==> src/rtl/csa_sub_seq.sv <==
// csa_sub_seq: iterative carry-select subtractor, o_result = A - B mod 2^WIDTH plus unsigned borrow-out.
// Latency: N = ceil(WIDTH/CHUNK) cycles from operand accept to o_valid; one op per N+2 cycles.
// Backpressure: o_ready only in IDLE; result held in DONE until i_ready. Define CSA_SUB_OVF_EN for o_overflow.
module csa_sub_seq #(
  parameter int WIDTH = 29,
  parameter int CHUNK = 4
) (
  input  logic             i_clk,
  input  logic             i_rst,
  input  logic             i_valid,
  output logic             o_ready,
  input  logic [WIDTH-1:0] i_sub_term1,
  input  logic [WIDTH-1:0] i_sub_term2,
  output logic             o_valid,
  input  logic             i_ready,
  output logic [WIDTH-1:0] o_result,
  output logic             o_borrow
`ifdef CSA_SUB_OVF_EN
  ,
  output logic             o_overflow
`endif
);

  // Slice count, width of the (possibly narrower) top slice, padded width, index width.
  localparam int N    = (WIDTH + CHUNK - 1) / CHUNK;
  localparam int LAST = WIDTH - CHUNK * (N - 1);
  localparam int PW   = N * CHUNK;
  localparam int IW   = (N > 1) ? $clog2(N) : 1;

  typedef enum logic [1:0] {
    IDLE = 2'd0,
    BUSY = 2'd1,
    DONE = 2'd2
  } state_t;

  state_t                     state_q;
  logic                       ready_q;
  logic                       valid_q;
  logic [WIDTH-1:0]           a_q;
  logic [WIDTH-1:0]           b_q;
  logic [IW-1:0]              idx_q;
  logic                       borrow_q;
  logic [N-1:0][CHUNK-1:0]    acc_q;
  logic [N-1:0][CHUNK-1:0]    acc_d;
  logic [WIDTH-1:0]           result_q;
  logic                       res_borrow_q;
`ifdef CSA_SUB_OVF_EN
  logic                       ovf_q;
`endif

  // Operands viewed as N slices; bits above WIDTH in the top slice read as zero.
  logic [N-1:0][CHUNK-1:0]    a_sl;
  logic [N-1:0][CHUNK-1:0]    b_sl;
  logic [CHUNK-1:0]           a_k;
  logic [CHUNK-1:0]           b_k;
  logic [CHUNK:0]             d0;
  logic [CHUNK:0]             d1;
  logic [CHUNK:0]             sel;
  logic                       is_last;
  logic                       bout;
  logic [PW-1:0]              acc_flat;
  logic [WIDTH-1:0]           diff_full;

  assign a_sl = PW'(a_q);
  assign b_sl = PW'(b_q);
  assign a_k  = a_sl[idx_q];
  assign b_k  = b_sl[idx_q];

  assign is_last = (idx_q == IW'(N - 1));

  // Carry-select slice: both borrow-in candidates computed in parallel, registered borrow picks one.
  always_comb begin
    d0  = {1'b0, a_k} - {1'b0, b_k};
    d1  = {1'b0, a_k} - {1'b0, b_k} - (CHUNK + 1)'(1);
    sel = borrow_q ? d1 : d0;
    // The top slice is only LAST bits wide, so its borrow sits at bit LAST rather than CHUNK.
    if (is_last) begin
      bout = sel[LAST];
    end else begin
      bout = sel[CHUNK];
    end
  end

  // Accumulator with the current slice merged in, so the final edge can load the full difference.
  always_comb begin
    acc_d        = acc_q;
    acc_d[idx_q] = sel[CHUNK-1:0];
  end

  assign acc_flat  = acc_d;
  assign diff_full = WIDTH'(acc_flat);

  // Control FSM with registered handshake and result outputs.
  always_ff @(posedge i_clk) begin
    if (i_rst) begin
      state_q      <= IDLE;
      ready_q      <= 1'b1;
      valid_q      <= 1'b0;
      a_q          <= '0;
      b_q          <= '0;
      idx_q        <= '0;
      borrow_q     <= 1'b0;
      acc_q        <= '0;
      result_q     <= '0;
      res_borrow_q <= 1'b0;
`ifdef CSA_SUB_OVF_EN
      ovf_q        <= 1'b0;
`endif
    end else begin
      case (state_q)
        IDLE: begin
          if (i_valid) begin
            a_q      <= i_sub_term1;
            b_q      <= i_sub_term2;
            idx_q    <= '0;
            borrow_q <= 1'b0;
            ready_q  <= 1'b0;
            state_q  <= BUSY;
          end
        end
        BUSY: begin
          acc_q    <= acc_d;
          borrow_q <= bout;
          idx_q    <= idx_q + IW'(1);
          if (is_last) begin
            // Result registers change only here (and on reset), never mid-operation.
            result_q     <= diff_full;
            res_borrow_q <= bout;
`ifdef CSA_SUB_OVF_EN
            ovf_q        <= (a_q[WIDTH-1] != b_q[WIDTH-1]) &&
                            (diff_full[WIDTH-1] != a_q[WIDTH-1]);
`endif
            valid_q      <= 1'b1;
            state_q      <= DONE;
          end
        end
        DONE: begin
          if (i_ready) begin
            valid_q <= 1'b0;
            ready_q <= 1'b1;
            state_q <= IDLE;
          end
        end
        default: begin
          valid_q <= 1'b0;
          ready_q <= 1'b1;
          state_q <= IDLE;
        end
      endcase
    end
  end

  assign o_ready  = ready_q;
  assign o_valid  = valid_q;
  assign o_result = result_q;
  assign o_borrow = res_borrow_q;
`ifdef CSA_SUB_OVF_EN
  assign o_overflow = ovf_q;
`endif

endmodule
==> config.mk <==
export PLATFORM = sky130hd
export DESIGN_NAME = csa_sub_seq
export DESIGN_NICKNAME = d
export VERILOG_FILES = /design/src/rtl/csa_sub_seq.sv
export SDC_FILE = /design/constraint.sdc
export NUM_CORES = 1
export LEC_CHECK = 0
export BUFFER_PORTS_ARGS = -buffer_cell sky130_fd_sc_hd__buf_2
export CORE_MARGIN = 2
export CORE_UTILIZATION = 55
export CTS_CLUSTER_SIZE = 25
export DETAILED_ROUTE_END_ITERATION = 8
export PLACE_DENSITY_LB_ADDON = 0.3
export SYNTH_ARGS = -nofsm -noshare
export SYNTH_HDL_FRONTEND = slang
export SYNTH_SLANG_ARGS = --single-unit
==> constraint.sdc <==
create_clock -name i_clk -period 4.7 [get_ports i_clk]
set_clock_uncertainty 0.1 [all_clocks]
set_input_delay 1.41 -clock i_clk [delete_from_list [all_inputs] [get_ports i_clk]]
set_output_delay 1.41 -clock i_clk [all_outputs]
set_load 0.05 [all_outputs]
==> results.yml <==
placed_design:
  gp_congestion: 0.913
  port_buffers: 93
  dp_hpwl_um: 9560
  dp_cells: 857
pwr:
  p_clk_share_pct: 46.2
  p_per_area_nw_per_um2: 414
  power_frac_seq_pct: 41.6
  combPwrFrac_pct: 12.2
  leakage_nw: 2.52
  p_int_w: 0.00198
  switching_share_pct: 26.8
  ir_drop_mv: 0.225
  p_switching_w: 0.000725
global_routing:
  grt_most_used_layer: "met2"
  grt_pass1_vias: 4847
  grt.met1_usage_pct: 33.7
  grt_pass1_wl_um: 23200
  grt_max_degree: 69
  use_met2_pct: 44.4
  grt_usage_pct: 26.5
  antenna_found_initial: 0
  use_met3_pct: 5.39
  grt_overflow: 0
timing:
  min_period_ns: 3.89
  tightest_slew_ns: 1.16
  fin_tns_setup_ns: 0
  grt_setup_unrepaired: "false"
  fmax_mhz: 257
  period_share_pct: 82.8
  slew_headroom_pct: 22.8
  finalHoldViolCount: 0
  drv_slew: 0
  setup_viol: 0
route:
  vias: 5005
  first_pass_iters: 5
  vias_per_cell: 5.63
  routedWlPerCell_um: 15.7
  drc: 0
  ant_nets: 0
  routed_wl_um: 13900
  drt-initial-drc-count: 357
setup_path:
  arrival_ns: 4.17
  critPathKind: "reg -> reg"
  end_kind: "register"
  reg2regPathDepth: 12
  rrSetupSlack_ns: 0.81
  required_ns: 4.98
  crit_fanout: 31
  start_kind: "register"
cells_and_area:
  n_antenna_cell: 0
  stdcell_count: 889
  synthToLayoutAreaGrowth_pct: 18.7
  nNetsFinal: 813
  fillers: 838
  drive_gt1_share_pct: 21.3
clocking:
  post_cts_buffers: 0
  clkSinkCount: 125
  tritoncts: "yes"
  clockBufferDepth: 2
  cts_made_buffers: 17
  clkLatencyLatePin_ns: 0.52
  cts_resized: 0
  postCtsHoldBufs: 0
  htreeDepth: 4
  clk_pin_slew_worst_paths_ns: 0.06
  root_buffer: "clkbuf_8"
die:
  die_h_um: 104
  die-area_um2: 10800
  initial_core_util_pct: 56.4
  placementRows: 36
  core_area_um2: 9770
  pin_count: 94
  dieWidth_um: 104
yosys:
  syn_inst: 677
  syn_nets: 747
  syn_avg_cell_area_um2: 8.15
  synth_xor_area_share_pct: 1.07
  synth_simple_gate_area_share_pct: 21.1
  yosysWarnings: 0
  synthMuxAreaShare_pct: 3.99
  ys_types: 56
  synth_area_um2: 5520
  synth_fa_ha_area_share_pct: 1.95
  synth_top_family_by_area: "compound AO/OA/AOI/OAI gates"
  ys_ff_latch: 125
  ys_seq_area_share_pct: 45.4
  synth_compound_area_share_pct: 21.4
min_path:
  hold_class: "reg -> reg"
  min_path_cells: 2
run_status:
  outcome: "complete, no violations"
job:
  drv_cap: 0
==> layout by cell type (no fill, tap or decap), drive strengths merged, types with 3 or more instances in the layout <==
cell and instances:
dfxtp 125, o41ai 7, clkinv 8, a21oi 90, nand2 174, nor2b 6, nand2b 6, and2 5
mux2i 13, a221oi 6, nor2 59, buf 104, a211oi 17, ha 7, o211ai 5, a311oi 12
xor2 3, a22oi 5, and4 6, a22o 5, clkbuf 18, inv 6, o21ai 20, a31oi 7
mux2 6, nand3 10
==> worst max-delay path, stage by stage, from the launching register on <==
cell and delay [ns]:
dfxtp_1 0.95, nor2b_1 0.33, and2_0 0.39, a221oi_1 0.18, o21a_1 0.15, fa_1 0.59
ha_1 0.20, nand2_1 0.10, xnor2_1 0.21, buf_4 0.23, a211oi_1 0.09, a21oi_1 0.16
nor2_1 0.06
==> sequential cells by signal (all words and copies together), names as in the netlist, 2 cells and up <==
signal    cells
acc_q        29
state_q       2
b_q          29
a_q          29
o_result     29
idx_q         3
==> cell families after synthesis <==
kind of cell             Yosys count
AND/OR/NAND/NOR                  273
AO/OA/AOI/OAI                    185
flip-flops                       125
buffers and inverters             61
multiplexers                      20
adder cells (fa/ha/maj)            8
XOR/XNOR                           5
==> layer usage <==
metal | wire, µm | up-vias
li1 | - | 2488
met4 | 310 | 0
met5 | 0 | -
met1 | 5870 | 2309
met3 | 961 | 28
met2 | 6790 | 180
==> final timing paths <==
kind	start	endpoint
setup / recovery	idx_q[2]	o_result[2]
hold / removal	b_q[13]	b_q[13]
setup reg to reg	idx_q[2]	o_result[2]
hold reg to reg	b_q[13]	b_q[13]
==> synth_stat cells (all sizes together) <==
library cell,number,area share (%)
a2111oi,2,0.43
a211oi,17,2.3
a21o,1,0.14
a21oi,90,8.2
a221o,1,0.18
a221oi,6,0.95
a22o,5,0.79
a22oi,5,0.68
a311oi,12,1.9
a31oi,7,0.79
a32o,2,0.36
a32oi,1,0.16
and2,5,0.57
and4,6,0.95
buf,29,2.9
clkbuf,28,1.9
dfxtp,125,45
fa,1,0.36
ha,7,1.6
inv,4,0.27
mux2,6,1.2
mux2i,13,2.4
mux4,1,0.41
nand2,174,12
nand2b,6,0.68
nand3,10,0.91
nand4,1,0.11
nor2,59,4.5
nor2b,6,0.73
nor3,2,0.27
nor3b,1,0.14
nor4b,1,0.16
o211ai,5,0.68
o21a,2,0.27
o21ai,20,1.9
o22ai,1,0.11
o31ai,1,0.14
o41ai,7,1.4
or2,2,0.23
xnor2,2,0.32
xor2,3,0.75
==> per-stage QoR <==
step | area (µm²) | utilization [%] | total power (W) | setup WS [ns] | hold WS [ns]
3_3_place_gp | 5970 | 61.1 | 0.00146 | 1.07 | 0.341
6_report | 6550 | 67.0 | 0.00271 | 0.806 | 0.353
3_5_place_dp | 5970 | 61.1 | 0.00147 | 0.914 | 0.345
5_1_grt | 6550 | 67.0 | 0.00281 | 0.499 | 0.370
2_1_floorplan | 5520 | - | 0.00138 | 1.40 | 0.332
4_1_cts | 6550 | 67.0 | 0.00271 | 0.852 | 0.354
==> power groups by stage <==
stage	Sequential (W)	Combinational [W]	Clock [W]
final	0.00113	0.000330	0.00125
after global placement	0.00115	0.000315	0
after CTS	0.00113	0.000328	0.00126
after global routing	0.00113	0.000365	0.00131
after floorplan	0.00114	0.000241	0
after detailed placement	0.00115	0.000326	0
==> area by class of cell <==
class / count / area [µm²] / area share (%)
Timing Repair Buffer: 104 / 551 / 8.41
Tap cell: 133 / 166 / 2.54
Sequential cell: 125 / 2500 / 38.2
Clock inverter: 14 / 144 / 2.20
Multi-Input combinational cell: 491 / 2740 / 41.8
Inverter: 4 / 15.0 / 0.229
Clock buffer: 18 / 428 / 6.54
(Power assumes the default switching activity.)
